<file path="src/rtl/xadac_pkg.sv">
// Shared types and helpers for the xadac accelerator link.
// Covers the custom-0 opcode, the funct3 codes, and the decode and execute payloads.
package xadac_pkg;

   localparam int XLEN = 32;
   localparam int ID_W = 4;

   localparam logic [6:0] OPC_CUSTOM0 = 7'b0001011;

   typedef enum logic [2:0] {
      F3_ADD = 3'b000,
      F3_SUB = 3'b001,
      F3_XOR = 3'b100,
      F3_AND = 3'b111
   } xadac_f3_e;

   typedef logic [ID_W-1:0] xadac_id_t;

   typedef struct packed {
      xadac_id_t   id;
      logic [31:0] instr;
   } dec_req_t;

   typedef struct packed {
      xadac_id_t id;
      logic      accept;
   } dec_rsp_t;

   typedef struct packed {
      xadac_id_t       id;
      logic [31:0]     instr;
      logic [XLEN-1:0] rs1;
      logic [XLEN-1:0] rs2;
   } exe_req_t;

   typedef struct packed {
      xadac_id_t       id;
      logic [4:0]      rd;
      logic [XLEN-1:0] data;
   } exe_rsp_t;

   // Only custom-0 with one of the four implemented funct3 codes is accepted.
   function automatic logic dec_accepts(input logic [6:0] opc, input logic [2:0] f3);
      logic f3_ok;
      case (f3)
         F3_ADD, F3_SUB, F3_XOR, F3_AND: f3_ok = 1'b1;
         default:                        f3_ok = 1'b0;
      endcase
      return (opc == OPC_CUSTOM0) && f3_ok;
   endfunction

   function automatic logic [XLEN-1:0] xadac_alu(input logic [2:0]      f3,
                                                input logic [XLEN-1:0] rs1,
                                                input logic [XLEN-1:0] rs2);
      logic [XLEN-1:0] res;
      case (f3)
         F3_ADD:  res = rs1 + rs2;
         F3_SUB:  res = rs1 - rs2;
         F3_XOR:  res = rs1 ^ rs2;
         F3_AND:  res = rs1 & rs2;
         default: res = '0;
      endcase
      return res;
   endfunction

endpackage

</file>
<file path="src/rtl/xadac_resp_fifo.sv">
// Circular response buffer. The head entry drives the execute response directly.
// Capacity is guaranteed by the caller's credit scheme.
module xadac_resp_fifo #(
   parameter type data_t = logic [7:0],
   parameter int  DEPTH  = 4
) (
   input  logic  clk,
   input  logic  rstn,
   input  logic  push,
   input  data_t push_data,
   input  logic  pop,
   output logic  full,
   output logic  empty,
   output data_t head
);

   localparam int AW = (DEPTH > 1) ? $clog2(DEPTH) : 1;
   localparam int CW = $clog2(DEPTH + 1);

   data_t         mem [DEPTH];
   logic [AW-1:0] wr_ptr;
   logic [AW-1:0] rd_ptr;
   logic [CW-1:0] count;

   assign full  = (count == CW'(DEPTH));
   assign empty = (count == '0);
   assign head  = mem[rd_ptr];

   // NOTE: all state below uses non-blocking assignments so every register samples pre-edge values.
   always_ff @(posedge clk or negedge rstn) begin
      if (!rstn) begin
         wr_ptr <= '0;
         rd_ptr <= '0;
         count  <= '0;
      end else begin
         if (push) begin
            wr_ptr <= (wr_ptr == AW'(DEPTH - 1)) ? '0 : wr_ptr + AW'(1);
         end
         if (pop) begin
            rd_ptr <= (rd_ptr == AW'(DEPTH - 1)) ? '0 : rd_ptr + AW'(1);
         end
         case ({push, pop})
            2'b10:   count <= count + CW'(1);
            2'b01:   count <= count - CW'(1);
            default: ;
         endcase
      end
   end

   // NOTE: this buffer is a handful of flops, so it is reset; the head payload then reads zero out of reset.
   always_ff @(posedge clk or negedge rstn) begin
      if (!rstn) begin
         for (int i = 0; i < DEPTH; i++) begin
            mem[i] <= '0;
         end
      end else if (push) begin
         mem[wr_ptr] <= push_data;
      end
   end

endmodule

</file>
<file path="src/rtl/xadac_resp_unit.sv">
// Responder endpoint of the xadac link. Decode gets a one-cycle accept/reject.
// Execute runs a fixed-latency pipeline into an in-order, credit-managed response buffer.
module xadac_resp_unit
   import xadac_pkg::*;
#(
   parameter int LATENCY = 2,
   parameter int DEPTH   = 4
) (
   input  logic            clk,
   input  logic            rstn,
   // decode request / response
   input  logic [ID_W-1:0] dec_req_id,
   input  logic [31:0]     dec_req_instr,
   input  logic            dec_req_valid,
   output logic            dec_req_ready,
   output logic [ID_W-1:0] dec_rsp_id,
   output logic            dec_rsp_accept,
   output logic            dec_rsp_valid,
   input  logic            dec_rsp_ready,
   // execute request / response
   input  logic [ID_W-1:0] exe_req_id,
   input  logic [31:0]     exe_req_instr,
   input  logic [XLEN-1:0] exe_req_rs1,
   input  logic [XLEN-1:0] exe_req_rs2,
   input  logic            exe_req_valid,
   output logic            exe_req_ready,
   output logic [ID_W-1:0] exe_rsp_id,
   output logic [4:0]      exe_rsp_rd,
   output logic [XLEN-1:0] exe_rsp_data,
   output logic            exe_rsp_valid,
   input  logic            exe_rsp_ready
);

   localparam int OW = $clog2(DEPTH + 1);

   // ---------------------------------------------------------------- decode
   logic dec_req_fire;

   assign dec_req_ready = !dec_rsp_valid || dec_rsp_ready;
   assign dec_req_fire  = dec_req_valid && dec_req_ready;

   // A new request landing while the old response drains overwrites it and keeps valid high.
   always_ff @(posedge clk or negedge rstn) begin
      if (!rstn) begin
         dec_rsp_valid  <= 1'b0;
         dec_rsp_id     <= '0;
         dec_rsp_accept <= 1'b0;
      end else if (dec_req_fire) begin
         dec_rsp_valid  <= 1'b1;
         dec_rsp_id     <= dec_req_id;
         dec_rsp_accept <= dec_accepts(dec_req_instr[6:0], dec_req_instr[14:12]);
      end else if (dec_rsp_ready) begin
         dec_rsp_valid  <= 1'b0;
      end
   end

   // --------------------------------------------------------------- execute
   logic          exe_req_fire;
   logic          exe_rsp_fire;
   logic [OW-1:0] outstanding;

   // Credits come from registered state only, so a pop frees a slot one cycle later.
   assign exe_req_ready = (outstanding < OW'(DEPTH));
   assign exe_req_fire  = exe_req_valid && exe_req_ready;
   assign exe_rsp_fire  = exe_rsp_valid && exe_rsp_ready;

   always_ff @(posedge clk or negedge rstn) begin
      if (!rstn) begin
         outstanding <= '0;
      end else begin
         case ({exe_req_fire, exe_rsp_fire})
            2'b10:   outstanding <= outstanding + OW'(1);
            2'b01:   outstanding <= outstanding - OW'(1);
            default: ;
         endcase
      end
   end

   logic [LATENCY-1:0] stg_vld;
   exe_rsp_t           stg_dat [LATENCY];

   always_ff @(posedge clk or negedge rstn) begin
      if (!rstn) begin
         stg_vld <= '0;
      end else begin
         stg_vld[0] <= exe_req_fire;
         for (int i = 1; i < LATENCY; i++) begin
            stg_vld[i] <= stg_vld[i-1];
         end
      end
   end

   // NOTE: pipeline payload has no reset; stg_vld alone decides whether a stage holds a live op.
   always_ff @(posedge clk) begin
      stg_dat[0] <= '{id:   exe_req_id,
                      rd:   exe_req_instr[11:7],
                      data: xadac_alu(exe_req_instr[14:12], exe_req_rs1, exe_req_rs2)};
      for (int i = 1; i < LATENCY; i++) begin
         stg_dat[i] <= stg_dat[i-1];
      end
   end

   // --------------------------------------------------------- response buffer
   exe_rsp_t fifo_head;
   logic     fifo_full;
   logic     fifo_empty;

   xadac_resp_fifo #(
      .data_t (exe_rsp_t),
      .DEPTH  (DEPTH)
   ) u_fifo (
      .clk       (clk),
      .rstn      (rstn),
      .push      (stg_vld[LATENCY-1]),
      .push_data (stg_dat[LATENCY-1]),
      .pop       (exe_rsp_fire),
      .full      (fifo_full),
      .empty     (fifo_empty),
      .head      (fifo_head)
   );

   assign exe_rsp_valid = !fifo_empty;
   assign exe_rsp_id    = fifo_head.id;
   assign exe_rsp_rd    = fifo_head.rd;
   assign exe_rsp_data  = fifo_head.data;

   // The credit counter must make a push into a full buffer impossible.
   a_no_overflow: assert property (@(posedge clk) disable iff (!rstn)
                                   !(stg_vld[LATENCY-1] && fifo_full));

   // Instruction fields this unit does not interpret.
   logic unused_ok;
   assign unused_ok = ^{dec_req_instr[31:15], dec_req_instr[11:7],
                        exe_req_instr[31:15], exe_req_instr[6:0], fifo_full};

endmodule

</file>
<file path="config.mk">
export PLATFORM = sky130hd
export DESIGN_NAME = xadac_resp_unit
export DESIGN_NICKNAME = d
export VERILOG_FILES = /design/src/rtl/xadac_pkg.sv /design/src/rtl/xadac_resp_fifo.sv /design/src/rtl/xadac_resp_unit.sv
export SDC_FILE = /design/constraint.sdc
export NUM_CORES = 1
export LEC_CHECK = 0
export BUFFER_PORTS_ARGS = -buffer_cell sky130_fd_sc_hd__buf_2
export CORE_MARGIN = 5
export CORE_UTILIZATION = 62
export DETAILED_ROUTE_END_ITERATION = 7
export PLACE_DENSITY = 0.84
export SETUP_SLACK_MARGIN = 0.5
export SYNTH_ARGS = -nofsm -noshare
export SYNTH_HDL_FRONTEND = slang
export SYNTH_SLANG_ARGS = --single-unit
export TNS_END_PERCENT = 30
</file>
<file path="constraint.sdc">
create_clock -name clk -period 3.8 [get_ports clk]
set_input_delay 0.76 -clock clk [delete_from_list [all_inputs] [get_ports clk]]
set_output_delay 0.76 -clock clk [all_outputs]
set_load 0.01 [all_outputs]
</file>
# --- Word level (Yosys, flattened, before mapping) ---
# Memory sizes are Yosys's and may differ from the RTL's.
# Cells that the tools add are included.
word_totals:
  register_bits: 182
  mem_count: 1
  ramBits: 82
classes:
  bitwise: 4
  n_eq_ne: 13
  n_addsub: 8
  magnitude_cmp: 4
  mux: 15
  n_reduce_logical: 15
mem_list:
  columns: ["name", "words", "width", "read_ports", "rd_ports_with_merged_regs", "wr", "line", "text"]
  rows:
  - ["stg_dat", 2, 41, 2, 0, 2, "xadac_resp_unit.sv:80", "exe_rsp_t stg_dat [LATENCY];"]
op_table:
  columns: ["op", "count"]
  rows:
  - ["$bwmux 164", 1]
  - ["$pmux 32 s4", 1]
  - ["$mux 41", 3]
  - ["$bmux 41 s2", 1]
  - ["$demux 41 s2", 1]
  - ["$add 32x32->32", 1]
  - ["$and 32x32->32", 1]
  - ["$sub 32x32->32", 1]
  - ["$xor 32x32->32", 1]
  - ["$eq 3x3->1 const B", 4]
  - ["$pmux 3 s2", 2]
  - ["$logic_not 3->1", 3]
  - ["$eq 2x2->1 const B", 4]
  - ["$eq 7x4->1 const B", 1]
  - ["$add 3x1->3 const B", 2]
  - ["$eq 3x1->1 const B", 2]
  - ["$ge 3x3->1 const B", 2]
  - ["$not 2->3", 2]
  - ["$reduce_bool 2->1", 3]
  - ["$sub 3x1->3 const B", 2]
  - ["$logic_and 1x1->1", 5]
  - ["$add 2x1->2 const B", 2]
  - ["$eq 2x1->1 const B", 2]
  - ["$mux 1", 4]
  - ["other kinds (6)", 8]

# --- Longest topological paths before layout ---
# Gate-level depths: netlist of run 1.
depth:
  ltp_word: 6
  mapped_depth: 17
  ltp_nobuf: 16

# --- Hierarchy ---
# A second synthesis of run 1 with hierarchy kept.
hier_totals:
  cells_unflattened: 1006
  area_unflattened_um2: 12758.5
modules_own_cells:
  columns: ["mod", "area_each_um2", "cells_each", "n_inst", "seq_area_each_um2"]
  rows:
  - ["xadac_resp_fifo", 7432.1, 433, 1, 4279.1]
  - ["xadac_resp_unit", 5326.4, 573, 1, 1916.8]

# --- Worst setup path after synthesis of run 1 ---
# Ideal clock, no wire load.
synth_timing:
  kind: "input to register"
  startpoint: "in exe_req_rs2[8]"
  endpoint: "mem stg_dat[0][28] (netlist name)"
  setup_ns: 0.129
  setup_slack_ns: -0.303
  path_stages: 15
  t_arrival_ns: 3.975
  cell_sequence: "or4_4 > or4_1 > buf_2 > or3_4 > o21ai_0 > xor2_1 > ha_1 > clkbuf_1 > nand2_1 > nor3_1 > nor2b_1 > or3_1 > a31oi_1 > xor2_1 > o21ai_0"
synth_lines:
  columns: ["item", "line", "text"]
  rows:
  - ["from (decl)", "xadac_resp_unit.sv:24", "input logic [XLEN-1:0] exe_req_rs2,"]
  - ["to (decl)", "xadac_resp_unit.sv:80", null]

==> results of run 1 <==
==> kinds of logic after synthesis <==
family	count (synthesis)	share of synthesized area (%)
DFF	264	48.8
muxes	211	22.3
AOI/OAI and AO/OA	186	9.05
and+or+nand+nor	142	5.61
adders and majority gates	74	7.47
buffers and inverters	69	2.05
xor gates and xnor gates	68	4.69
==> state kept, by name, summed over array words and instances, names as in the netlist <==
name / count
stg_vld: 2
dec_rsp_valid: 1
stg_dat: 82
outstanding: 3
u_fifo.wr_ptr: 2
u_fifo.count: 3
dec_rsp_accept: 1
dec_rsp_id: 4
u_fifo.rd_ptr: 2
u_fifo.mem: 164
==> where the power goes <==
group	leakage [nW]	switching (mW)	internal, mW
Sequential	3.02	0.557	3.73
Clock	0.436	1.03	1.60
Combinational	3.97	1.65	2.06
==> per-stage QoR <==
step / worst slack, ns / std cells
after global routing: 0.0114 / 1558
after global placement: -0.455 / 1504
final: 0.175 / 1558
after CTS: 0.204 / 1555
after floorplan: -0.176 / 1014
after detailed placement: -0.520 / 1504
==> critical path, cell delays in order <==
cell	delay, ns
buf_6	0.09
or4_4	0.53
or4_4	0.60
or3_4	0.37
buf_4	0.15
o41ai_2	0.23
xor2_1	0.19
ha_1	0.28
nand4_1	0.13
nor2_1	0.06
a211oi_1	0.23
o211ai_1	0.15
xnor2_1	0.17
o21ai_1	0.07
==> cells in the mapped netlist, types with 2 or more instances <==
library cell / n
mux4_2: 41
o21a_1: 4
nand4_1: 6
a21oi_1: 47
nand2_1: 50
xnor2_1: 36
inv_1: 20
or3_1: 5
a211oi_1: 3
o211ai_1: 3
nand2b_1: 8
o21bai_1: 6
o21ai_1: 4
mux2_2: 169
a21o_1: 17
a21boi_0: 2
or4_1: 3
ha_1: 71
nor4_1: 4
xor2_1: 32
o31ai_1: 9
o41ai_1: 2
nor2_1: 29
clkbuf_1: 28
nor3_1: 10
nor2b_1: 9
and3_1: 2
a31oi_1: 6
dfrtp_1: 182
nand3_1: 4
and2_1: 4
o21ai_0: 53
a22oi_1: 23
dfxtp_1: 82
fa_1: 3
buf_1: 20
==> layout by cell type (no fill, tap or decap), types with 7 or more instances in the layout <==
master,count
nand2_2,7
inv_1,20
clkbuf_16,27
buf_4,129
buf_2,143
dfxtp_1,82
mux2_2,169
o21ai_0,45
xor2_1,32
nand2_1,43
nor2_1,29
o21ai_1,11
a21oi_2,9
a21oi_1,37
a22oi_1,23
nand2b_1,8
ha_1,68
mux4_2,41
nor3_1,8
dfrtp_1,180
xnor2_1,36
nor2b_1,8
a21o_1,17
==> layer usage <==
| metal | up-vias | share of wire (%) | track usage, % | routed length (um) |
|---|---|---|---|---|
| met5 | - | 0 | 0 | 0 |
| met4 | 0 | 2.6 | 7.21 | 750 |
| met3 | 64 | 4.8 | 2.86 | 1410 |
| met2 | 249 | 51 | 43.4 | 14800 |
| met1 | 4409 | 42 | 33.3 | 12100 |
| li1 | 4221 | - | - | - |
==> area by class of cell <==
cell class | count | share of cell area [%]
clock inverter | 11 | 0.933
multi-input combinational | 681 | 40.9
timing repair buffer | 277 | 11.2
sequential | 264 | 39.5
clock buffer | 35 | 4.82
inverter | 20 | 0.478
tap | 270 | 2.15
==> worst paths after layout <==
| check | endpoint | slack, ns | depth (start not counted) |
|---|---|---|---|
| max | stg_dat[0][31] | 0.18 | 14 |
| min | stg_dat[0][77] | 0.33 | 0 |
| max reg2reg | u_fifo.mem[68] | 1.59 | 5 |
| min reg2reg | stg_dat[0][77] | 0.33 | 0 |
| max in group asynchronous | u_fifo.mem[92] | 2.55 | 2 |
| min in group asynchronous | u_fifo.mem[85] | 0.34 | 1 |
==> what timing repair did <==
action,4_1_cts,5_1_grt
resized for setup,20,21
pin swaps,22,16
endpoints found under the setup margin,16,20
buffers inserted,5,3
==> run summary, run 1 <==
post-synth cell types = 53
post-synthesis sequential area ratio = 48.8%
fillers = 1,275
worst skew pair latency = 0.51 ns
DRT iter0 DRCs = 388
CP endpoint kind = register
period utilization = 95.4%
final setup vio count = 0
syn_area_per_cell = 12.5 um2
Port Buffers = 145
vias in the first global route = 9,572
leading area contributor after synthesis = dfrtp_1
leakage = 7.43 nW
full die area = 23,400 um2
GPL Wtd Cong = 0.903
Starting Density = 63.0%
Critical Path Source = exe_req_rs2[11]
hold buffers post-CTS = 0
maximum vdd drop = 0.386 mV
Async SR Flop Fraction = 68.9%
ranking of synthesized cells by area = dfrtp_1 36%, mux2_2 15%, dfxtp_1 13%
Core ar. = 20,200 um2
clock root buffer = clkbuf_16
Ports = 192
grt ovf = 0
post-route antenna net violation count = 0
critical path arrival = 4.02 ns
first-pass GRT wire length = 48,400 um
share of cells above drive strength 1 = 44.6%
first-pass detailed-route iteration total = 5
RR Startpoint = u_fifo.wr_ptr[0]
Die W = 153 um
worst min-delay path category = register to register
status = finished clean
Vert. Die Dim = 153 um
initial antenna violation count = 0
Fin Hold WS = 0.325 ns
ys flop type = dfrtp_1
Longest Clk Path Bufs = 3
Layout Utilization = 77.8%
Clk pin slew, worst setup/hold paths = 0.06 ns
synth warn = 0
Layout Skew = 0.00744 ns
Syn Std Cell Area = 12,700 um2
drt total wl = 29,100 um
CTS tree = done
hold path startpoint = stg_dat[0][36]
Mapped Nets = 1,230
maxcap violations = 0
Layout area overhead = 23.6%
final instance area = 15,700 um2
WL/cell = 18.7 um
Slew Viols, Final = 0
# diodes = 0
crit path kind = input pin to register
H-tree depth = 1
Sink Count = 264
RSZ-0062 raised after global routing = yes
synthesis-stage register bit count = 264
PwrDens = 677 nW/um2
Vias/cell = 5.74
number of synthesized flops with an enable pin = 0
Worst-Margin Slew = 0.889 ns
Max-slew headroom = 40.8%
multi-input logic area = 6420 um2
Synth Instances = 1,014
Nets = 1,485
post-detail-place hpwl = 20,300 um
CTS Buf Count = 25
Final Hold Fails = 0
Startpoint Class = input pin
Cell Rows = 52
CP required = 4.19 ns
maximum fanout along the worst path = 6
post-synth top area share = 35.9%
Total GRT Usage = 24.9%
via count = 8,943
min cycle time layout = 3.62 ns
Design Power = 10.6 mW
Post-route DRC = 0
Area after DPL = 14,600 um2
Max Fclk = 276 MHz
final setup TNS = 0 ns
Seq. cell area = 6200 um2
largest net degree at the start of global routing = 100
(Power assumes the default switching activity.)
==> run 2: changes to the inputs <==
--- a/config.mk
+++ b/config.mk
@@ -10,8 +10,10 @@
 export CORE_UTILIZATION = 62
 export DETAILED_ROUTE_END_ITERATION = 7
 export PLACE_DENSITY = 0.84
+export REMOVE_ABC_BUFFERS = 1
 export SETUP_SLACK_MARGIN = 0.5
 export SYNTH_ARGS = -nofsm -noshare
 export SYNTH_HDL_FRONTEND = slang
+export SYNTH_HIERARCHICAL = 1
 export SYNTH_SLANG_ARGS = --single-unit
 export TNS_END_PERCENT = 30
==> run 2 against run 1 <==
Against the previous run: the run now ends with setup timing left; critical path depth up 5; area after synthesis up 0.43%; synthesized cell count down 0.89%; power down 2.2%; sequential power down 0.9%; critical endpoint is now stg_dat[0][30]; highest routed layer unchanged; clock power down 6%; largest power group unchanged.
==> run summary, run 2 <==
status = finished with violations (was finished clean)
failing checks = setup timing
Layout Utilization = 78.9% (was 77.8%)
CTS tree = done (unchanged)
Sink Count = 264 (unchanged)
Nets = 1,487 (was 1,485)
Synth Instances = 1,005 (was 1,014)
maximum vdd drop = 0.369 mV (was 0.386 mV)
grt ovf = 0 (unchanged)
maximum fanout along the worst path = 4 (was 6)
CP max stage cell = or3_4 (was or4_4)
post-route antenna net violation count = 0 (unchanged)
biggest regs = u_fifo/mem x164, stg_dat x82, dec_rsp_id x4 (was u_fifo.mem x164, stg_dat x82, dec_rsp_id x4)
crit path kind = input pin to register (unchanged)
first-pass GRT wire length = 49,400 um (was 48,400 um)
final setup vio count = 2 (was 0)
max incr delay on CP = 0.43 ns (was 0.60 ns)
Ports = 192 (unchanged)
maxcap violations = 0 (unchanged)
Max-slew headroom = 45.0% (was 40.8%)
most common cell after layout, fill and taps aside = dfrtp_1 (unchanged)
CTS Buf Count = 25 (unchanged)
DRT iter0 DRCs = 462 (was 388)
drt total wl = 30,200 um (was 29,100 um)
Max Fclk = 261 MHz (was 276 MHz)
most used cell, CP = buf_4 (was or4_4)
# diodes = 0 (unchanged)
vias in the first global route = 9,738 (was 9,572)
Final Hold Fails = 0 (unchanged)
PwrDens = 650 nW/um2 (was 677 nW/um2)
Starting Density = 63.0% (about the same)
min cycle time layout = 3.83 ns (was 3.62 ns)
worst min-delay path category = input pin to async pin (was register to register)
Port Buffers = 145 (unchanged)
GPL Wtd Cong = 0.933 (was 0.903)
Startpoint Class = input pin (unchanged)
largest register by flop count = u_fifo/mem (was u_fifo.mem)
share of cells above drive strength 1 = 47.3% (was 44.6%)
syn_area_per_cell = 12.7 um2 (was 12.5 um2)
Largest register FFs = 164 (unchanged)
period utilization = 101% (was 95.4%)
commonest non-fill, non-tap cells in the layout = 180 x dfrtp_1, 170 x mux2_2, 142 x buf_2 (was 180 x dfrtp_1, 169 x mux2_2, 143 x buf_2)
post-detail-place hpwl = 20,700 um (was 20,300 um)
Die W = 153 um (about the same)
WL/cell = 19.3 um (was 18.7 um)
leakage = 7.61 nW (was 7.43 nW)
initial antenna violation count = 0 (unchanged)
Core ar. = 20,200 um2 (about the same)
Syn Std Cell Area = 12,800 um2 (was 12,700 um2)
H-tree depth = 1 (unchanged)
Worst-Margin Slew = 0.822 ns (was 0.889 ns)
RSZ-0062 raised after global routing = yes (unchanged)
first-pass detailed-route iteration total = 5 (unchanged)
CP endpoint kind = register (unchanged)
full die area = 23,500 um2 (was 23,400 um2)
Longest Clk Path Bufs = 3 (unchanged)
Clk pin slew, worst setup/hold paths = 0.06 ns (about the same)
synth warn = 6 (was 0)
Cell Rows = 52 (unchanged)
Vias/cell = 5.85 (was 5.74)
Post-route DRC = 0 (unchanged)
fillers = 1,181 (was 1,275)
Vert. Die Dim = 153 um (about the same)
hold buffers post-CTS = 0 (unchanged)
crit-path cells = buf_6 -> nor4_4 -> buf_4 -> nand4b_1 -> or3_4 -> buf_4 -> o21ai_0 -> xor2_1 -> ha_1 -> nand4_1 -> buf_4 -> nor4_4 -> nand2_1 -> o41ai_4 -> nor3b_2 -> buf_4 -> a31oi_4 -> xnor2_1 -> o21ai_1 (was buf_6 -> or4_4 -> or4_4 -> or3_4 -> buf_4 -> o41ai_2 -> xor2_1 -> ha_1 -> nand4_1 -> nor2_1 -> a211oi_1 -> o211ai_1 -> xnor2_1 -> o21ai_1)
DP Worst Slack = -0.886 ns (was -0.520 ns)
Slew Viols, Final = 0 (unchanged)
via count = 9,128 (was 8,943)
CP required = 4.19 ns (about the same)
clock root buffer = clkbuf_16 (unchanged)
critical path arrival = 4.22 ns (was 4.02 ns)
Layout Skew = 0.0124 ns (was 0.00744 ns)
Total GRT Usage = 25.5% (was 24.9%)
Layout area overhead = 25.3% (was 23.6%)
worst skew pair latency = 0.51 ns (about the same)
largest net degree at the start of global routing = 88 (was 100)
setup ws final = -0.0323 ns (was 0.175 ns)
## run 2: layout make-up
type                    instances  area [um2]  area share, %
multi-input cells             669        6610           41.4
well taps                     270         338           2.11
repair buffers                289        1900           11.9
flip-flops and latches        264        6200           38.8
clock inverters                 5        30.0          0.188
clock buffers                  41         820           5.13
inverters                      22        82.6          0.517
## run 2: worst paths after layout
check                      slack, ns               to  cells after the start        startpoint
setup / recovery               -0.03   stg_dat[0][30]                     19    exe_req_rs2[3]
hold / removal                  0.29  u_fifo/count[1]                      1              rstn
setup reg to reg                1.57   u_fifo/mem[67]                      5  u_fifo/wr_ptr[0]
hold reg to reg                 0.33   stg_dat[0][59]                      0    stg_dat[0][18]
max in group asynchronous       2.62   dec_rsp_accept                      2              rstn
min in group clk                0.33   stg_dat[0][59]                      0    stg_dat[0][18]
## run 2: stage by stage
stage	hold WS, ns	power, mW	cell area, um2	setup TNS [ns]	instances
after floorplan	0.310	6.48	12500	-1.52	955
after global placement	0.311	7.61	14600	-7.73	1495
after detailed placement	0.312	7.81	14600	-9.09	1495
after CTS	0.326	10.4	15900	-0.00615	1553
after global routing	0.332	11.0	16000	-1.12	1560
final	0.289	10.4	16000	-0.0331	1560
## run 2: where the power goes
group	leakage, nW	total, mW	switching [mW]	internal [mW]
clock	0.423	2.48	1.01	1.48
combinational	4.17	3.67	1.63	2.04
sequential	3.02	4.24	0.544	3.69
## run 2: worst max-delay path: cells and delay by family
kind | cells | cell delay [ns]
buffers and inverters | 5 | 0.80
AND/OR/NAND/NOR | 7 | 1.50
XOR/XNOR | 2 | 0.25
adder cells (fa/ha/maj) | 1 | 0.37
AO/OA/AOI/OAI | 4 | 0.53
## run 2: routing by layer
layer	global-route usage [%]	wire [um]	up-vias
met5	0	0	-
met4	7.40	782	0
met3	3.25	1700	64
met2	44.8	15400	276
met1	33.4	12300	4557
li1	-	-	4231
## run 2: timing repair
item / in CTS / in global routing
endpoints found under the setup margin: 17 / 22
resized for setup: 82 / 17
setup buffers: 12 / 7
pin swaps: 47 / 31
